$ cat src/rtl/noobs_mem_pkg.sv
// Shared types and constants for the noobs_mem_arb memory arbiter.
// Build option: NOOBS_MEM_ARB_RR_EN selects round-robin arbitration.
package noobs_mem_pkg;

    localparam int ADDR_W = 12;
    localparam int DATA_W = 8;

    typedef enum logic [1:0] {
        IDLE  = 2'd0,
        ISSUE = 2'd1,
        RESP  = 2'd2
    } state_t;

    typedef enum logic {
        REQ_FETCH = 1'b0,
        REQ_DATA  = 1'b1
    } req_id_t;

    // The requester that is not `id`
    function automatic req_id_t other_req(input req_id_t id);
        return (id == REQ_DATA) ? REQ_FETCH : REQ_DATA;
    endfunction

endpackage

$ cat src/rtl/noobs_rr_arb2.sv
// Two-way winner selection between fetch and data requesters.
// With NOOBS_MEM_ARB_RR_EN a 1-bit pointer alternates simultaneous
// requests; without it data has fixed priority and no pointer exists.
module noobs_rr_arb2
    import noobs_mem_pkg::*;
(
`ifdef NOOBS_MEM_ARB_RR_EN
    input  logic    clk,
    input  logic    reset,
    input  logic    i_advance,
`endif
    input  logic    i_req_fetch,
    input  logic    i_req_data,
    output logic    o_valid,
    output req_id_t o_winner
);

    assign o_valid = i_req_fetch | i_req_data;

`ifdef NOOBS_MEM_ARB_RR_EN
    req_id_t r_ptr;

    // Pointer moves away from the requester that just won
    always_ff @(posedge clk) begin
        // NOTE: state registers use non-blocking assignments so every flop samples pre-edge values
        if (reset) begin
            r_ptr <= REQ_DATA;
        end else if (i_advance) begin
            r_ptr <= other_req(o_winner);
        end
    end

    // Lone requester wins outright; a tie goes to the favoured side
    always_comb begin
        // NOTE: default assignment first so no path leaves o_winner unassigned (no latch)
        o_winner = r_ptr;
        if (!i_req_data) begin
            o_winner = REQ_FETCH;
        end else if (!i_req_fetch) begin
            o_winner = REQ_DATA;
        end
    end
`else
    // Data beats fetch whenever both ask
    always_comb begin
        o_winner = REQ_DATA;
        if (!i_req_data) begin
            o_winner = REQ_FETCH;
        end
    end
`endif

endmodule

$ cat src/rtl/noobs_mem_arb.sv
// Arbiter sharing one single-port 4 KB memory between an instruction
// fetch port and a data port, one transaction at a time.
// Build option: NOOBS_MEM_ARB_RR_EN (round-robin instead of data priority).
module noobs_mem_arb
    import noobs_mem_pkg::*;
(
    input  logic              clk,
    input  logic              reset,
    input  logic              i_req,
    input  logic [ADDR_W-1:0] i_addr,
    output logic              i_gnt,
    output logic              i_rvld,
    output logic [DATA_W-1:0] i_rdata,
    input  logic              d_en,
    input  logic              d_rd,
    input  logic              d_wr,
    input  logic [ADDR_W-1:0] d_addr,
    input  logic [DATA_W-1:0] d_wdata,
    output logic              d_gnt,
    output logic              d_rvld,
    output logic [DATA_W-1:0] d_rdata,
    output logic              d_err,
    output logic              mem_en,
    output logic              mem_wr,
    output logic [ADDR_W-1:0] mem_addr,
    output logic [DATA_W-1:0] mem_wdata,
    input  logic [DATA_W-1:0] mem_rdata
);

    state_t            r_state;
    req_id_t           r_winner;
    logic              r_is_wr;
    logic [ADDR_W-1:0] r_addr;
    logic [DATA_W-1:0] r_wdata;
    logic              r_i_gnt, r_i_rvld, r_d_gnt, r_d_rvld, r_d_err;
    logic              r_mem_en, r_mem_wr;
    logic [DATA_W-1:0] r_i_rdata, r_d_rdata;

    logic              w_d_pend;
    logic              w_d_illegal;
    logic              w_arb_valid;
    req_id_t           w_arb_winner;

    // A data request is legal only with exactly one of rd/wr set
    assign w_d_pend    = d_en & (d_rd ^ d_wr);
    assign w_d_illegal = d_en & d_rd & d_wr;

    noobs_rr_arb2 u_arb (
`ifdef NOOBS_MEM_ARB_RR_EN
        .clk         (clk),
        .reset       (reset),
        .i_advance   ((r_state == IDLE) && w_arb_valid),
`endif
        .i_req_fetch (i_req),
        .i_req_data  (w_d_pend),
        .o_valid     (w_arb_valid),
        .o_winner    (w_arb_winner)
    );

    // Transaction FSM: arbitrate, drive memory once, collect read data
    always_ff @(posedge clk) begin
        if (reset) begin
            // NOTE: the latched request and rdata registers are cleared too, so an aborted transaction leaves nothing behind
            r_state   <= IDLE;
            r_winner  <= REQ_DATA;
            r_is_wr   <= 1'b0;
            r_addr    <= '0;
            r_wdata   <= '0;
            r_i_gnt   <= 1'b0;
            r_i_rvld  <= 1'b0;
            r_d_gnt   <= 1'b0;
            r_d_rvld  <= 1'b0;
            r_d_err   <= 1'b0;
            r_mem_en  <= 1'b0;
            r_mem_wr  <= 1'b0;
            r_i_rdata <= '0;
            r_d_rdata <= '0;
        end else begin
            r_i_gnt  <= 1'b0;
            r_i_rvld <= 1'b0;
            r_d_gnt  <= 1'b0;
            r_d_rvld <= 1'b0;
            r_d_err  <= 1'b0;
            r_mem_en <= 1'b0;
            r_mem_wr <= 1'b0;
            case (r_state)
                IDLE: begin
                    // An illegal data request is reported and dropped; it
                    // is simply not pending, so a fetch may still be served.
                    r_d_err <= w_d_illegal;
                    if (w_arb_valid) begin
                        r_winner <= w_arb_winner;
                        if (w_arb_winner == REQ_DATA) begin
                            r_addr  <= d_addr;
                            r_wdata <= d_wdata;
                            r_is_wr <= d_wr;
                            r_d_gnt <= 1'b1;
                        end else begin
                            r_addr  <= i_addr;
                            r_wdata <= '0;
                            r_is_wr <= 1'b0;
                            r_i_gnt <= 1'b1;
                        end
                        r_state <= ISSUE;
                    end
                end
                ISSUE: begin
                    r_mem_en <= 1'b1;
                    r_mem_wr <= r_is_wr;
                    r_state  <= r_is_wr ? IDLE : RESP;
                end
                RESP: begin
                    // First RESP cycle is the memory access itself; the
                    // byte appears on mem_rdata the cycle after.
                    if (!r_mem_en) begin
                        if (r_winner == REQ_DATA) begin
                            r_d_rdata <= mem_rdata;
                            r_d_rvld  <= 1'b1;
                        end else begin
                            r_i_rdata <= mem_rdata;
                            r_i_rvld  <= 1'b1;
                        end
                        r_state <= IDLE;
                    end
                end
                default: r_state <= IDLE;
            endcase
        end
    end

    assign i_gnt     = r_i_gnt;
    assign i_rvld    = r_i_rvld;
    assign i_rdata   = r_i_rdata;
    assign d_gnt     = r_d_gnt;
    assign d_rvld    = r_d_rvld;
    assign d_rdata   = r_d_rdata;
    assign d_err     = r_d_err;
    assign mem_en    = r_mem_en;
    assign mem_wr    = r_mem_wr;
    assign mem_addr  = r_addr;
    assign mem_wdata = r_wdata;

endmodule
$ cat config.mk
export PLATFORM = sky130hd
export DESIGN_NAME = noobs_mem_arb
export DESIGN_NICKNAME = d
export VERILOG_FILES = /design/src/rtl/noobs_mem_pkg.sv /design/src/rtl/noobs_rr_arb2.sv /design/src/rtl/noobs_mem_arb.sv
export SDC_FILE = /design/constraint.sdc
export NUM_CORES = 1
export LEC_CHECK = 0
export BUFFER_PORTS_ARGS = -buffer_cell sky130_fd_sc_hd__clkbuf_2
export CORE_MARGIN = 8
export CORE_UTILIZATION = 46
export DETAILED_ROUTE_END_ITERATION = 12
export PLACE_DENSITY = 0.76
export SETUP_SLACK_MARGIN = 0.5
export SLEW_MARGIN = 10
export SYNTH_ARGS = -nofsm -noshare
export SYNTH_HDL_FRONTEND = slang
export SYNTH_SLANG_ARGS = --single-unit
$ cat constraint.sdc
create_clock -name clk -period 1.8 [get_ports clk]
set_input_delay 0.36 -clock clk [delete_from_list [all_inputs] [get_ports clk]]
set_output_delay 0.36 -clock clk [all_outputs]
set_load 0.01 [all_outputs]
* Yosys cells after proc, flatten, opt, wreduce, memory -nomap -nowiden
Cells that the tools add are included.
Word-level totals: output and inout bits 43, bits of input ports 46, logic and storage cells 51, flip-flop bits (word level) 47
Operators by class: reductions and logical operators 9, multiplexer cells 13, bitwise gates (word level) 11, eq/ne operators 4
Operators with widths (count):
- $mux 12 | 1
- $mux 8 | 1
- $mux 1 | 7
- $mux 2 | 3
- $not 1->1 | 6
- $pmux 2 s3 | 1
- $reduce_and 3->1 | 2
- $reduce_or 3->1 | 2
- $reduce_and 2->1 | 2
- $reduce_or 2->1 | 2
- $and 1x1->1 | 3
- $eq 2x1->1 const B | 1
- $eq 2x2->1 const B | 1
- $logic_not 2->1 | 1
- $ne 2x1->1 const B | 1
- $ne 2x2->1 const B | 1
- $or 1x1->1 | 1
- $xor 1x1->1 | 1

* Depth between registers and ports, before layout
Gate-level depths: netlist (run 1).
word-level depth 5, gate-level depth with buffers 5, gate-level depth less buffers 3

* Modules after synthesis
Synthesis (run 1) repeated with hierarchy kept, for this count alone.
Unflattened totals: cells, all modules 191, area total of the unflattened synthesis 2130.8 µm²
Modules (own cells, without submodules):
- noobs_mem_arb | instances 1, cells an instance 189, seq. area each 940.9 µm², area each 2117.0 µm²
- noobs_rr_arb2 | instances 1, cells an instance 2, seq. area each 0.0 µm², area each 13.8 µm²

* Worst setup path before layout (run 1)
OpenSTA, ideal clock, no wires.
path type input-to-reg, start input port i_req, end register r_addr[11], in the netlist mem_addr[11], setup time 0.119 ns, path buffers 2, arrival 1.412 ns, stages on the path 5, path slack 0.270 ns, data required time 1.681 ns, cell sequence buf_6 > or3b_4 > a21o_4 > buf_6 > o221a_1
On the way: longest elaborated chain between the ends 2
RTL lines:
- from (decl) | RTL line noobs_mem_arb.sv:9 | input logic i_req,
- $or 1x1->1 | RTL line noobs_rr_arb2.sv:18 | assign o_valid = i_req_fetch | i_req_data;
- $reduce_and 2->1 (no source line)
- to (signal assigned) | RTL line noobs_mem_arb.sv:94 | r_addr <= d_addr;
- to (signal assigned) | RTL line noobs_mem_arb.sv:99 | r_addr <= i_addr;
- to (decl) | RTL line noobs_mem_arb.sv:33 | logic [ADDR_W-1:0] r_addr;
Every way passes these cells. A chain may end at the register's enable or synchronous reset.

* Final worst setup path (run 1)
start register r_state[1], end register r_addr[10], in the netlist mem_addr[10]
On the way: longest elaborated chain between the ends 2
RTL lines:
- from (decl) | RTL line noobs_mem_arb.sv:30 | state_t r_state;
- from (signal assigned) | RTL line noobs_mem_arb.sv:110 | r_state <= r_is_wr ? IDLE : RESP;
- $logic_not 2->1 | RTL line noobs_mem_arb.sv:86 | case (r_state)
- $reduce_and 2->1 (no source line)
Every way passes these cells.

==> run metrics, run 1 <==
drt first-iter violations 103; GRT Resource Usage Total 16.4%; #FFs+latches synth 47; sequential area share after synthesis 47.1%; total placed cells including tap cells 352; net count of the mapped netlist 267; count of final hold-check violations 0; worst-skew pair later-pin latency 300 ps; Critical Path AT 1600 ps; static leakage 1.21 nW; maximum clock frequency 0.714 GHz; vias in the first global route 1885; HPWL Detailed 3980 um; final-layout setup total negative slack 0 ps; Critical Path Max Stage Delay 440 ps; result of the run completed; Reg area 950 sq um; Post-synth EDFFs 0; Yosys warning total 0; core outline area 0.00426 sq mm; count of input and output buffers 88; final-report max-slew violation count 0; total power per unit cell area 829 mW/mm^2; CTS Sinks 47; kind of start point of the critical path register; proportion of synthesized flip-flops having asynchronous set or reset 0%; actual slew at the worst max-slew pin 342 ps; number of max-cap violations 0; proportion of netlist area held by the largest area contributor 47.1%; Final #Nets 357; clock skew 5.30 ps; Initial Utilization 46.8%; number of detailed-routing iterations run before antenna repair 4; number of I/O pins 89; Unique masters post-synth 32; Final Cell Area 0.00266 sq mm; largest cells by area after synthesis dfxtp_1, nand2_1, o221a_1; core utilization of the finished layout 62.5%; CTS Root Cell clkbuf_8; antenna violations before repair 0; beginning of the worst hold path mem_rdata[0]; global-route wire length before repair 8790 um; cell type group with the largest total delay on the critical path compound AO/OA/AOI/OAI gates; netlist area before placement 0.00200 sq mm; overall die width 81.9 um; final critical delay including setup and external delays 1400 ps; residual antenna-violating net count after detailed routing 0; aggregate global routing overflow 0; total chip power 2.21 mW; Inserted Diodes 0; ys flop type dfxtp_1; RSZ-0062 raised after global routing yes; routed length per placed instance 14.9 um; buffers from clock root to sink, at most 2; Buf/Inv on CP 0; die area 0.00671 sq mm; slew margin rel. 77.2%; slowest cell on the critical path or3b_4; start point of the critical path r_state[1]; Filler cells 383; detailed-route DRC error count 0; worst hold slack across all endpoints 290 ps; final weighted congestion in routability-driven placement 0.756; sort of element at the end of the critical path register; share of cells above drive strength 1 41.3%; Final setup violation count 0; cell type with the highest aggregate area in the netlist dfxtp_1; detailed-route vias per instance 5.24; Layout area overhead 33.4%; maximum number of pins on one net before global-route repair 35; total number of vias 1907; Final period util 77.8%; required time of the worst setup path 2000 ps; clock tree from TritonCTS yes; Worst Setup Slack, final 400 ps; placed cell area 0.00250 sq mm; instance count of the mapped netlist 221; reg-to-reg critical path startpoint r_state[1]; maximum resistive drop on vdd 0.000489 V; sum of routed wire length over all layers 5420 um; Setup Slack @ Placement 268 ps; cells traversed along the worst timing path or3b_4 > a21o_4 > o221a_4; Max H-tree Level 2; Avg Cell Area, Syn 9.04 sq um; clock-pin transition on the worst setup and hold timing paths 90 ps; type of the tightest min-delay check primary input to register; maximum net fanout on the critical path 7; placement row count 24; TritonCTS Buffers 5; area of combinational cells with multiple inputs 962 sq um; die extent in y 81.9 um; non-filler cells in the finished layout 364; Crit Path Class register to register
[per-layer routing]
metal	GRT usage [%]	share of wire, %	vias to the layer above
met5	0	0	-
met4	5.26	1.4	0
met3	5.03	8.0	6
met2	26.9	50	62
met1	20.0	41	873
li1	-	-	966
[worst min-delay path, stage by stage]
cell,delay (ps)
clkbuf_2,90
nand2_1,50
a21oi_1,50
[cell usage after synthesis (all sizes together), types with 2 or more instances]
cell,count
a31oi,12
o21ai,9
nand4b,7
nor3b,10
inv,13
a21oi,20
or3b,3
nor2,4
buf,9
dfxtp,47
nand3,9
nand2,34
or4b,2
o221a,12
clkbuf,11
nand3b,9
[power by group]
part | switching (mW) | internal (mW)
Clock | 0.357 | 0.270
Combinational | 0.224 | 0.202
Sequential | 0.0475 | 1.11
[path summary, 6_finish.rpt]
path | slack, ps | depth (start not counted) | end
setup / recovery | 400 | 3 | mem_addr[10]
hold reg to reg | 460 | 2 | d_rdata[7]
setup reg to reg | 400 | 3 | mem_addr[10]
hold / removal | 290 | 3 | i_rdata[0]
[flip-flops by register name, summed over array words and instances, names as in the netlist]
name	cells
i_gnt	1
r_is_wr	1
d_gnt	1
r_state	2
mem_en	1
d_err	1
mem_wr	1
d_rdata	8
r_winner	1
mem_wdata	8
i_rdata	8
mem_addr	12
i_rvld	1
d_rvld	1
[what timing repair did]
item                                    4_1_cts  5_1_grt
setup buffers                                 3        0
endpoints found under the setup margin       30       32
pin swaps                                     3        5
resized for setup                             5        5
hold buffers                                  0        0
gates cloned                                  1        0
[area by class of cell]
type                            instances  share of cell area (%)
Clock buffer                            5                    2.58
Sequential cell                        47                    35.7
Inverter                               13                    1.83
Tap cell                               52                    2.44
Multi-Input combinational cell        142                    36.1
Timing Repair Buffer                  102                    20.6
Clock inverter                          3                   0.752
[logic make-up (layout without fill, tap and decap cells)]
kind of cell / after synthesis / after routing / share of synthesized area [%]
AOI/OAI and AO/OA: 55 / 56 / 19.1
and+or+nand+nor: 84 / 84 / 25.1
xor gates and xnor gates: 2 / 2 / 1.25
DFF: 47 / 47 / 47.1
buffers and inverters: 33 / 123 / 7.39
[placed cells by master, fill, tap and decap left out, types with 5 or more instances in the layout]
cell type	n
clkbuf_8	5
o221a_1	10
nand4b_1	7
inv_1	13
o21ai_0	8
nor3b_1	9
dfxtp_1	44
clkbuf_2	88
nand2_1	34
a31oi_1	12
nand3_1	9
a21oi_1	20
nand3b_1	9
buf_4	13
Power figures use the tool's default switching activity.
==> run 2, diff against run 1 <==
==> constraint.sdc (replaced) <==
create_clock -name clk -period 1.35 [get_ports clk]
set_input_delay 0.27 -clock clk [delete_from_list [all_inputs] [get_ports clk]]
set_output_delay 0.27 -clock clk [all_outputs]
set_load 0.01 [all_outputs]
==> run 2 against run 1 <==
Against the previous run:
- the run now ends with negative setup slack left
- core utilization rose by 17 points
- global-route usage up 0.89 points
- via count up 13%
- flip-flop and latch count stayed put
- critical path depth stayed put
- wire length up 27%
- die area unchanged
- worst hold slack worse by 96 ps
- clock power is 93% higher
- non-clock buffer count increased by 28
- clock skew barely moved
- fmax shrank 2.0%
- critical endpoint is now r_is_wr
- largest power group unchanged
==> run metrics, run 2 (synthesized netlist as in run 1, its figures left out) <==
result of the run finished, violations left; violated checks negative setup slack; final-layout setup total negative slack -859 ps; maximum clock frequency 0.700 GHz; slew margin rel. 78.4%; maximum resistive drop on vdd 0.000677 V; die extent in y 81.9 um; Final #Nets 385; detailed-route vias per instance 5.52; antenna violations before repair 0; Hold Crit Depth 3; share of cells above drive strength 1 63.2%; number of max-cap violations 0; kind of start point of the critical path register; total placed cells including tap cells 360; worst-skew pair later-pin latency 300 ps; GRT Resource Usage Total 17.3%; TritonCTS Buffers 5; sum of routed wire length over all layers 6870 um; clock-pin transition on the worst setup and hold timing paths 90 ps; placement row count 24; final weighted congestion in routability-driven placement 0.738; Final Cell Area 0.00339 sq mm; sort of element at the end of the critical path register; clock skew 5.42 ps; Initial Utilization 46.8%; maximum net fanout on the critical path 5; minimum setup slack among reg-to-reg paths -80 ps; global-route wire length before repair 9170 um; total chip power 3.61 mW; CTS Root Cell clkbuf_8; most common cell after layout, fill and taps aside buf_6; Layout area overhead 69.9%; overall die width 81.9 um; number of I/O pins 89; Worst Setup Slack, final -78.5 ps; RSZ-0062 raised after global routing yes; non-filler cells in the finished layout 392; cells on worst reg2reg path 3; number of buffers inserted by hold repair at cts 0; static leakage 1.52 nW; Crit Path Class register to register; detailed-route DRC error count 0; Setup Slack @ Placement -46.8 ps; vias in the first global route 1989; core utilization of the finished layout 79.6%; number of flip-flops under the largest register name 12; placed cell area 0.00259 sq mm; residual antenna-violating net count after detailed routing 0; number of detailed-routing iterations run before antenna repair 4; CTS Sinks 47; Max H-tree Level 2; Final setup violation count 21; aggregate global routing overflow 0; count of input and output buffers 88; most frequent cells in the layout buf_6, clkbuf_2, dfxtp_2; HPWL Detailed 4090 um; worst hold slack across all endpoints 194 ps; maximum number of pins on one net before global-route repair 27; actual slew at the worst max-slew pin 324 ps; type of the tightest min-delay check primary input to register; clock tree from TritonCTS yes; Final period util 106%; total power per unit cell area 1060 mW/mm^2; drt first-iter violations 164; die area 0.00671 sq mm; Inserted Diodes 0; routed length per placed instance 17.5 um; buffers from clock root to sink, at most 2; count of final hold-check violations 0; final critical delay including setup and external delays 1430 ps; Critical Path AT 1670 ps; final-report max-slew violation count 0; total number of vias 2164; core outline area 0.00426 sq mm; required time of the worst setup path 1590 ps
run 2: changes by cell type in the layout (fill, tap and decap cells not counted), sizes merged:
cell      previous run  this run
buf                 14        83
clkbuf              93        53
bufinv               0         2
clkinvlp             2         0
clkinv               1         0
run 2: worst paths after layout:
check	start	end
worst max-delay path	r_state[1]	r_is_wr
worst min register to register	i_rdata[3]	i_rdata[3]
worst min-delay path	mem_rdata[3]	d_rdata[3]
worst max register to register	r_state[1]	r_is_wr
run 2: worst max-delay path: stages (launching register included):
cell	delay, ps
dfxtp_4	370
or3b_4	430
or4b_4	500
nand3_2	80
run 2: area by class of cell:
cell class / instances / area [sq um]
inverter: 13 / 48.8
sequential: 47 / 996
timing repair buffer: 130 / 1050
clock buffer: 6 / 72.6
tap: 52 / 65.1
fill: 266 / 871
clock inverter: 2 / 60.1
multi-input combinational: 142 / 1100
run 2: power breakdown:
group	leakage, nW	switching (mW)	internal, mW
Clock	0.0654	0.471	0.740
Sequential	0.402	0.0722	1.49
Combinational	1.06	0.385	0.456
run 2: layer usage:
layer  vias up  routed length [um]  track usage (%)  part of all wire [%]
li1       1024                   -                -                     -
met1      1029                2550             19.3                    37
met2       101                3710             30.5                    54
met3        10                 496             5.91                   7.2
met4         0                 116             4.91                   1.7
met5         -                   0                0                     0
run 2: timing repair:
action,4_1_cts,5_1_grt
setup buffers,12,10
pin swaps,13,30
endpoints found under the hold margin,0,0
gates cloned,1,1
resized for setup,46,117
setup endpoints to repair,90,89
